--- config.mk ---
export PLATFORM = sky130hd
export DESIGN_NAME = systolic_tile_sequencer
export DESIGN_NICKNAME = d
export VERILOG_FILES = /design/src/rtl/systolic_tile_sequencer.sv
export SDC_FILE = /design/constraint.sdc
export NUM_CORES = 1
export LEC_CHECK = 0
export BUFFER_PORTS_ARGS = -buffer_cell sky130_fd_sc_hd__buf_2
export CAP_MARGIN = 20
export CORE_MARGIN = 2
export CORE_UTILIZATION = 56
export CTS_BUF_LIST = sky130_fd_sc_hd__clkbuf_16
export DETAILED_ROUTE_END_ITERATION = 8
export PLACE_DENSITY = 0.81
export SLEW_MARGIN = 10
export SYNTH_ARGS = -nofsm -noshare
export SYNTH_HDL_FRONTEND = slang
export SYNTH_SLANG_ARGS = --single-unit
--- constraint.sdc ---
create_clock -name clk -period 4.95 [get_ports clk]
set_input_delay 0 -clock clk [delete_from_list [all_inputs] [get_ports clk]]
set_output_delay 0 -clock clk [all_outputs]
set_load 0.01 [all_outputs]
--- src/rtl/systolic_tile_sequencer.sv ---
//------------------------------------------------------------------------------
// Module  : systolic_tile_sequencer
// Brief   : Clear/feed/drain sequencer for an NxN output-stationary systolic array.
// Revision: 1.0
//------------------------------------------------------------------------------
`timescale 1ns/1ps
`default_nettype none

module systolic_tile_sequencer #(
  parameter int N  = 4,
  parameter int AW = 6,
  parameter int RW = $clog2(N)
) (
  input  logic            clk,
  input  logic            rst,
  input  logic            ap_start,
  input  logic            stop,
  input  logic [1:0]      mode,
  input  logic [AW:0]     k_len,
  output logic [N-1:0]    rd_en_a,
  output logic [N*AW-1:0] rd_addr_a,
  output logic [N-1:0]    rd_en_b,
  output logic [N*AW-1:0] rd_addr_b,
  output logic            pe_clear,
  output logic            pe_en,
  output logic [RW-1:0]   res_row_sel,
  output logic [7:0]      base_addr,
  output logic            out_valid,
  input  logic            out_ready,
  output logic            out_last,
  output logic            busy,
  output logic            done,
  output logic            aborted
);

  // Wide enough for K up to 2^AW plus the 2N-3 cycles of skew.
  localparam int CW = AW + 6;

  typedef enum logic [2:0] {
    S_IDLE  = 3'd0,
    S_CLEAR = 3'd1,
    S_FEED  = 3'd2,
    S_DRAIN = 3'd3,
    S_FIN   = 3'd4
  } state_t;

  state_t          state_q, state_d;
  logic [AW:0]     k_q, k_d;
  logic [CW-1:0]   c_q, c_d;
  logic [RW-1:0]   r_q, r_d;
  logic            aborted_d;

  logic [N-1:0]    en_q, en_d;
  logic [N*AW-1:0] addr_q, addr_d;
  logic            pe_clear_q, pe_en_q, out_valid_q, out_last_q;
  logic            busy_q, done_q, aborted_q;
  logic [RW-1:0]   row_sel_q, row_sel_d;
  logic [7:0]      base_q, base_d;

  logic [CW-1:0]   kx_q, kx_d, c_last;

  assign kx_q   = {{(CW-AW-1){1'b0}}, k_q};
  assign kx_d   = {{(CW-AW-1){1'b0}}, k_d};
  assign c_last = kx_q + CW'(2*N-3);

  always_comb begin
    state_d   = state_q;
    k_d       = k_q;
    c_d       = c_q;
    r_d       = r_q;
    aborted_d = 1'b0;
    case (state_q)
      S_IDLE: begin
        if (ap_start && !stop) begin
          k_d = k_len;
          c_d = '0;
          r_d = '0;
          case (mode)
            2'b00:   state_d = S_CLEAR;
            2'b01:   state_d = (k_len == '0) ? S_DRAIN : S_FEED;
            2'b10:   state_d = S_DRAIN;
            default: state_d = S_FIN;
          endcase
        end
      end
      S_CLEAR: state_d = (k_q == '0) ? S_DRAIN : S_FEED;
      S_FEED: begin
        if (c_q == c_last) begin
          state_d = S_DRAIN;
        end else begin
          c_d = c_q + CW'(1);
        end
      end
      S_DRAIN: begin
        if (out_ready) begin
          if (r_q == RW'(N-1)) begin
            state_d = S_FIN;
          end else begin
            r_d = r_q + RW'(1);
          end
        end
      end
      S_FIN:   state_d = S_IDLE;
      default: state_d = S_IDLE;
    endcase
    if (stop && (state_q != S_IDLE)) begin
      state_d   = S_IDLE;
      aborted_d = 1'b1;
    end
  end

  // Output registers are loaded from next-state values so every output is a flop.
  generate
    for (genvar i = 0; i < N; i++) begin : g_lane
      assign en_d[i] = (state_d == S_FEED) && (c_d >= CW'(i)) && (c_d < (CW'(i) + kx_d));
      assign addr_d[i*AW +: AW] = en_d[i] ? AW'(c_d - CW'(i)) : '0;
    end
  endgenerate

  assign row_sel_d = (state_d == S_DRAIN) ? r_d : '0;
  assign base_d    = (state_d == S_DRAIN) ? (8'(r_d) * 8'(N)) : 8'd0;

  always_ff @(posedge clk or negedge rst) begin
    if (!rst) begin
      state_q     <= S_IDLE;
      k_q         <= '0;
      c_q         <= '0;
      r_q         <= '0;
      en_q        <= '0;
      addr_q      <= '0;
      pe_clear_q  <= 1'b0;
      pe_en_q     <= 1'b0;
      row_sel_q   <= '0;
      base_q      <= '0;
      out_valid_q <= 1'b0;
      out_last_q  <= 1'b0;
      busy_q      <= 1'b0;
      done_q      <= 1'b0;
      aborted_q   <= 1'b0;
    end else begin
      state_q     <= state_d;
      k_q         <= k_d;
      c_q         <= c_d;
      r_q         <= r_d;
      en_q        <= en_d;
      addr_q      <= addr_d;
      pe_clear_q  <= (state_d == S_CLEAR);
      pe_en_q     <= (state_d == S_FEED);
      row_sel_q   <= row_sel_d;
      base_q      <= base_d;
      out_valid_q <= (state_d == S_DRAIN);
      out_last_q  <= (state_d == S_DRAIN) && (r_d == RW'(N-1));
      busy_q      <= (state_d != S_IDLE);
      done_q      <= (state_d == S_FIN);
      aborted_q   <= aborted_d;
    end
  end

  // A row i and B column i share the same skew, so both banks see one schedule.
  assign rd_en_a     = en_q;
  assign rd_en_b     = en_q;
  assign rd_addr_a   = addr_q;
  assign rd_addr_b   = addr_q;
  assign pe_clear    = pe_clear_q;
  assign pe_en       = pe_en_q;
  assign res_row_sel = row_sel_q;
  assign base_addr   = base_q;
  assign out_valid   = out_valid_q;
  assign out_last    = out_last_q;
  assign busy        = busy_q;
  assign done        = done_q;
  assign aborted     = aborted_q;

endmodule

`default_nettype wire

### Yosys cells after proc, flatten, opt, wreduce, memory -nomap -nowiden

Index checks and enable logic that the tools add are counted.

| cells by class | value |
|---|---|
| add/subtract/negate cells | 9 |
| multipliers | 0 |
| div/mod/pow operators | 0 |
| magnitude comparators | 8 |
| equal/unequal tests | 12 |
| shift operators | 0 |
| mux-type cells | 25 |
| bitwise logic cells | 0 |
| reduce and logical (&&, ||, !) cells | 18 |

Operator list:

| operator | number |
|---|---|
| less-than comparator 12 x 8 -> 1 bit | 3 |
| greater-or-equal comparator 12 x 1 -> 1 bit, second input constant | 2 |
| greater-or-equal comparator 12 x 2 -> 1 bit, second input constant | 2 |
| 2-to-1 mux 12 bit | 2 |
| 2-to-1 mux 6 bit | 4 |
| case mux 12 bit (2 select lines) | 1 |
| adder 2 x 7 -> 8 bit, first input constant | 2 |
| 2-to-1 mux 3 bit | 5 |
| logical NOT 7 bit | 2 |
| 2-to-1 mux 7 bit | 2 |
| adder 12 x 1 -> 12 bit, second input constant | 1 |
| == test 12 x 8 -> 1 bit | 1 |
| == test 3 x 2 -> 1 bit, second input constant | 4 |
| less-than comparator 12 x 7 -> 1 bit | 1 |
| case mux 3 bit (4 select lines) | 1 |
| subtractor 6 x 2 -> 6 bit, second input constant | 2 |
| logical AND 1 bit | 11 |
| case mux 3 bit (3 select lines) | 1 |
| adder 1 x 7 -> 8 bit, first input constant | 1 |
| adder 7 x 3 -> 8 bit, second input constant | 1 |
| 2-to-1 mux 2 bit | 4 |
| == test 2 bit, second input constant | 3 |
| == test 3 x 1 -> 1 bit, second input constant | 2 |
| nonzero test 3 bit | 2 |
| 10 further kinds | 12 |

| word-level totals | value |
|---|---|
| register bits after elaboration | 65 |
| latch bits | 0 |
| memory bits (writable) | 0 |
| ROM bits | 0 |
| bits of input ports | 14 |
| memories kept | 0 |

### Depth between registers and ports, before layout

Gate-level depths: netlist of the first run.

| depth | value |
|---|---|
| depth after elaboration | 10 |
| depth in mapped cells | 21 |
| gate-level depth less buffers | 18 |

### Worst setup path after synthesis of the first run

OpenSTA, ideal clock, no wires.

| path | value |
|---|---|
| path kind | reg2reg |
| from | register k_q[0] |
| to | register addr_q[16] (netlist: rd_addr_a[16]) |
| data arrival time | 4076 ps |
| data required time | 4849 ps |
| slack | 773 ps |
| stages on the path, launching flop included | 20 |
| clock period less this slack | 4177 ps |
| path through | dfrtp_1 > inv_1 > ha_1 > xnor2_1 > nand3_1 > nor3_2 > o211ai_4 > buf_6 > nand3_1 > mux2_2 > clkbuf_1 > inv_1 > ha_1 > nor4_1 > nand2_1 > o31a_1 > maj3_1 > and3_1 > clkbuf_1 > nor4_1 |

RTL lines:

| element | line | source |
|---|---|---|
| start: declaration | 48 | `logic [AW:0] k_q, k_d;` |
| start signal: assignment | 142 | `k_q <= k_d;` |
| adder 7 x 3 -> 8 bit * | 64 | `assign c_last = kx_q + CW'(2*N-3);` |
| == test 12 x 8 -> 1 bit * | 88 | `if (c_q == c_last) begin` |
| 2-to-1 mux 12 bit * | 88 |  |
| case mux 12 bit (2 select lines) * | 72 | `case (state_q)` |
| via c_d[2] | 49 | `logic [CW-1:0] c_q, c_d;` |
| greater-or-equal comparator 12 x 2 -> 1 bit | 115 | `assign en_d[i] = (state_d == S_FEED) && (c_d >= CW'(i)) && (c_d < (CW'(i) + kx_d));` |
| logical AND 1 bit (2 in a row) | 115 |  |
| 2-to-1 mux 6 bit * | 116 | `assign addr_d[i*AW +: AW] = en_d[i] ? AW'(c_d - CW'(i)) : '0;` |
| via addr_d[16] | 54 | `logic [N*AW-1:0] addr_q, addr_d;` |
| end signal: assignment | 146 | `addr_q <= addr_d;` |
| end: declaration | 54 |  |

Mark *: on every way through the listed nets, which the timed path passes. The rest lies on a longest branch.

### Final worst setup path of the first run

| path | value |
|---|---|
| from | register k_q[3] |
| to | register addr_q[16] (netlist: rd_addr_a[16]) |

The elaborated chain is that of the path after synthesis.

==> flow_summary.ini, run 1 <==
[run_status]
outcome = finished, final reports clean

[synth]
synth_top_family_by_area = simple AND/OR/NAND/NOR gates
synthFlopType = dfrtp_1
synth-seq-cells = 61
synth-compound-area-share_pct = 11.9
synth_warnings = 0
syn-cell-area_um2 = 4460
synth.area.mux_share_pct = 2.19
yosys.area_share.simple_pct = 22.3
synth_edf_count = 0
synth_area_per_cell_um2 = 9.26
synth_xor_area_share_pct = 7.07
synth_cells = 482
ys_seq_area_share_pct = 34.2
async_reset_ff_share_pct = 100
synthAdderAreaFrac_pct = 11.9
ys_types = 76

[clocking]
cts-root-buf = clkbuf_16
path_clk_slew_ps = 50
worstSkewPairLatency_ps = 330
clockBufferDepth = 2
cts_tree = done
cts.sink_count = 61
post_cts_buffers = 0
htreeDepth = 3
numCtsBuffers = 9

[floorplanning]
ios = 87
coreArea_um2 = 7730
die-area_um2 = 8700
start_util_pct = 57.7
dieHeight_um = 93.3
rows = 32
die_width_um = 93.3

[place]
dp_slack_ps = 537
dp_hpwl_um = 8260
io_buffers = 80
gp_congestion = 0.934
dpl_cell_area_um2 = 4700

[cells_and_area]
num_antenna_cells = 0
drive_gt1_share_pct = 24.9
finalInstanceArea_um2 = 5030
fin_nets = 589
finalCoreUtilization_pct = 65.1
fillers = 626
area_delta_synth_final_pct = 12.8

[critical_path]
cp-end-kind = register
crit_slowest_cell = mux2_2
critPathMaxStageDelay_ps = 470
critical_path_peak_fanout = 15
cp_data_required_time_ps = 5150
reg2reg_slack_ps = 470
worstSetupStartpointType = register
cp_cell_sequence = nand2_1, o22a_1, or2_4, o211ai_4, nand3_1, mux2_2, inv_1, ha_1, nor4_1, nand2_1, o31a_1, maj3_1, and3_1, nor4_1
critPathKind = reg2reg
arrival_ps = 4680

[sta]
setup_viol = 0
fin_crit_sh_pct = 90.5
hold_viol = 0
rsz0062_at_grt = no
slew_headroom_pct = 42.9
tightest_slew_ps = 846
final_max_slew_viol_count = 0
worst_slack_ps = 468
period_needed_ps = 4480
clock_skew_ps = 8.01
max_freq_ghz = 0.223
finalSetupTns_ps = 0

[route]
ant_nets = 0
wl_per_cell_um = 17.5
drc = 0
finalWirelength_um = 11200
route.vias.total = 3835
dr.pass1.iters = 5
avgViaCountPerCell = 5.98
drt_iter0_drc = 368

[pwr]
finalPower_w = 0.00237
powerDensity_nw_per_um2 = 471
leakagePower_nw = 2.57
ir_drop_mv = 0.189

[worst_hold_path]
hold_path_class = in2reg

[flow_run]
drv_cap = 0

[global_routing]
first_global_vias = 3720
grt_pass1_wl_um = 18200
grt_max_degree = 62
antenna_found_initial = 0
grt_overflow = 0
grtUsageTotal_pct = 26.8
-- worst max-delay path: cells and delay by family (launching register included) --
kind                       cells  cell delay (ps)
AOI/OAI and AO/OA              3              870
adders and majority gates      2              580
buffers and inverters          1              200
DFF                            1              460
muxes                          1              470
and+or+nand+nor                7             1760
-- metal layers --
layer	up-vias	track usage (%)	share of wire (%)
li1	1771	-	-
met1	1837	34.0	41
met2	195	45.6	50
met3	32	4.11	7.0
met4	0	10.7	2.5
met5	-	0	0
-- final timing paths --
check | start | to | cells after the start
worst min register to register | c_q[11] | c_q[11] | 1
min in group asynchronous | rst | k_q[0] | 3
worst min-delay path | ap_start | state_q[1] | 3
worst max-delay path | k_q[3] | rd_addr_a[16] | 14
worst max register to register | k_q[3] | rd_addr_a[16] | 14
max in group asynchronous | rst | rd_en_a[3] | 3
-- cell families (layout without fill, tap and decap cells) --
logic type,Yosys count,in the layout
adders and majority gates,43,43
other,1,6
and+or+nand+nor,179,179
buffers and inverters,79,131
xor gates and xnor gates,36,36
AOI/OAI and AO/OA,74,74
DFF,61,61
muxes,9,9
-- cell type report --
| type | count | area, µm² | area share (%) |
|---|---|---|---|
| clock buffer | 9 | 225 | 4.48 |
| clock inverter | 7 | 88.8 | 1.77 |
| inverter | 26 | 97.6 | 1.94 |
| multi-input combinational | 347 | 2490 | 49.6 |
| sequential | 61 | 1530 | 30.3 |
| tap | 102 | 128 | 2.54 |
| timing repair buffer | 89 | 473 | 9.40 |
-- synth_stat cells, drive strengths merged (4+ instances only) --
library cell | number | area (µm²)
xnor2 | 30 | 263
buf | 46 | 337
xor2 | 6 | 52.6
a31oi | 5 | 31.3
a21oi | 22 | 118
inv | 25 | 93.8
nand4 | 7 | 56.3
nor3 | 24 | 130
nor4 | 13 | 96.3
clkbuf | 7 | 26.3
nand3 | 16 | 85.1
o21ai | 12 | 63.8
a211oi | 4 | 35.0
and2 | 9 | 56.3
nand2 | 41 | 154
and3 | 8 | 50.1
dfrtp | 61 | 1530
ha | 41 | 513
nor2b | 5 | 31.3
mux2i | 6 | 60.1
or3 | 4 | 30.0
nor2 | 32 | 138
-- repair_timing --
| item | in CTS | in global routing |
|---|---|---|
| endpoints found under the hold margin | 63 | 0 |
| hold buffers | 2 | 0 |
| gates resized for setup | 0 | 0 |
| setup endpoints to repair | 0 | 0 |
-- cell usage in the layout (no fill, tap or decap), types with 3 or more instances in the layout --
cell	count
nor2b_1	5
nor2_2	7
conb_1	6
inv_1	21
nor3b_1	3
buf_2	80
a31oi_1	5
inv_2	4
dfrtp_1	61
nand2b_1	3
o21ai_0	9
nand2_1	41
buf_4	7
ha_1	41
nor4_1	12
clkinv_1	3
and3_1	8
o31ai_1	3
and2_1	8
xor2_1	6
nand4_1	5
nor2_1	25
a211oi_1	3
mux2i_1	6
nor3_1	22
clkbuf_16	9
xnor2_1	30
a21oi_1	20
or3_1	3
nand3_1	15
-- power breakdown --
part           total [W]  internal [W]  leakage (nW)  switching, W
combinational    0.00105      0.000427          1.59      0.000626
clock           0.000667      0.000438         0.151      0.000229
sequential      0.000648      0.000572         0.825     0.0000760
-- metrics by stage --
step,hold slack (ps),std cells
finish,50.1,641
global route,65.8,641
CTS,47.8,641
detailed placement,208,623
global placement,196,623
floorplan,-296,487
-- flip-flops by register name, summed over array words and instances (netlist names), 2 cells and up --
signal / cells
k_q: 7
rd_addr_a: 24
state_q: 3
c_q: 12
r_q: 2
rd_en_a: 4
base_addr: 2
No activity file was read; power rests on OpenSTA's default activity.
==> inputs of run 2 (changes only) <==
CORE_UTILIZATION = 42   (was 56)
PLACE_DENSITY = unset   (was 0.81)
==> flow_summary.ini, run 2 (same netlist as run 1, synthesis figures left out) <==
[sta]
setup_viol = 0
fin_crit_sh_pct = 88.7
hold_viol = 0
finalSetupTns_ps = 0
worst_slack_ps = 562
rsz0062_at_grt = no
final_max_slew_viol_count = 0
max_freq_ghz = 0.228
period_needed_ps = 4390
slew_headroom_pct = 41.5
clock_skew_ps = 9.35
holdWs_ps = 62.6
tightest_slew_ps = 863

[route]
drt_iter0_drc = 112
dr.pass1.iters = 4
avgViaCountPerCell = 5.37
route.vias.total = 3632
ant_nets = 0
finalWirelength_um = 10800
drc = 0
wl_per_cell_um = 16.0

[clocking]
clockBufferDepth = 2
cts.sink_count = 61
cts.repair.resized = 0
cts_tree = done
path_clk_slew_ps = 60
htreeDepth = 3
numCtsBuffers = 9
worstSkewPairLatency_ps = 330
cts-root-buf = clkbuf_16

[critical_path]
cp_data_required_time_ps = 5160
reg2reg_slack_ps = 560
critPathMaxStageDelay_ps = 470
critical_path_peak_fanout = 15
cp_top_family = simple AND/OR/NAND/NOR gates
crit_slowest_cell = mux2_2
cp-end-kind = register
arrival_ps = 4600
worst-path-buf-inv = 2
critPathKind = reg2reg
cp_cell_sequence = inv_1, ha_1, xnor2_1, nand3_1, nor3_2, o211ai_4, nand3_1, mux2_2, inv_1, ha_1, o21ai_0, nand2b_1, a41oi_1, a21oi_1, o31a_1, maj3_1, and3_1, nor4_1
worstSetupStartpointType = register

[cells_and_area]
drive_gt1_share_pct = 25.4
fin_nets = 590
largest_reg_flops = 24
final_common_cell = buf_2
area_delta_synth_final_pct = 14.7
num_antenna_cells = 0
final_cell_mix = buf_2 (80), dfrtp_1 (61), nand2_1 (41), ha_1 (41), xnor2_1 (30)
fillers = 959
finalInstanceArea_um2 = 5120

[floorplanning]
rows = 37
die-area_um2 = 11500
coreArea_um2 = 10300
start_util_pct = 43.2
ios = 87
dieHeight_um = 107
die_width_um = 107

[pwr]
sw_frac_of_total_pct = 38.3
p_sw_w = 0.000929
power_frac_seq_pct = 26.7
powerDensity_nw_per_um2 = 474
power_frac_clock_pct = 30.0
ir_drop_mv = 0.195
p_comb_share_pct = 43.2
power.internal_w = 0.00149
leakagePower_nw = 2.59

[place]
dpl_cell_area_um2 = 4750
io_buffers = 80
dp_hpwl_um = 8240
dp_slack_ps = 623
gp_congestion = 0.864

[global_routing]
grt_overflow = 0
antenna_found_initial = 0
first_global_vias = 3521
grtUsageTotal_pct = 19.6
grt_max_degree = 62
grt_pass1_wl_um = 17700

[flow_run]
drv_cap = 0

[worst_hold_path]
hold_path_class = in2reg

[run_status]
outcome = finished, final reports clean
==> run 2: cell type report <==
type	instances	area [µm²]	area share, %
multi-input cells	347	2490	48.7
flip-flops and latches	61	1530	29.8
repair buffers	90	480	9.39
clock buffers	9	225	4.40
well taps	136	170	3.33
clock inverters	7	123	2.40
inverters	26	97.6	1.91
==> run 2: repair_timing <==
item / CTS / global route
buffers inserted: 0 / 0
hold endpoints to repair: 63 / 0
endpoints found under the setup margin: 0 / 0
hold buffers: 2 / 0
==> run 2: layer usage <==
layer  wire length [µm]  GRT usage, %  vias up  share of wire [%]
li1                   -             -     1764                  -
met2               5070          31.5      119                 47
met4                151          6.77        0                1.4
met3                514          3.28       11                4.8
met1               5050          26.7     1738                 47
met5                  0             0        -                  0
==> run 2: worst min-delay path: cells and delay by family <==
family,cells,cell delay [ps]
AOI/OAI and AO/OA,1,130
buffers and inverters,1,110
and+or+nand+nor,1,90
==> run 2: worst paths after layout <==
check / depth (start not counted) / to / startpoint
max in group asynchronous: 3 / c_q[6] / rst
hold / removal: 3 / state_q[1] / ap_start
setup reg to reg: 18 / rd_addr_a[12] / k_q[0]
hold reg to reg: 2 / r_q[1] / r_q[1]
setup / recovery: 18 / rd_addr_a[12] / k_q[0]
min in group asynchronous: 3 / busy / rst
==> run 2: per-stage QoR <==
stage / cells / total power, W / util, %
after floorplan: 487 / 0.00145 / -
after global placement: 658 / 0.00168 / 46.0
after detailed placement: 658 / 0.00170 / 46.0
after CTS: 676 / 0.00243 / 49.6
after global routing: 676 / 0.00260 / 49.6
final: 676 / 0.00242 / 49.6
==> run 2: power groups by stage <==
stage / clock network (W) / registers, W / logic [W]
after floorplan: 0 / 0.000648 / 0.000804
after global placement: 0 / 0.000653 / 0.00103
after detailed placement: 0 / 0.000658 / 0.00104
after CTS: 0.000735 / 0.000649 / 0.00105
after global routing: 0.000759 / 0.000659 / 0.00118
final: 0.000728 / 0.000648 / 0.00105
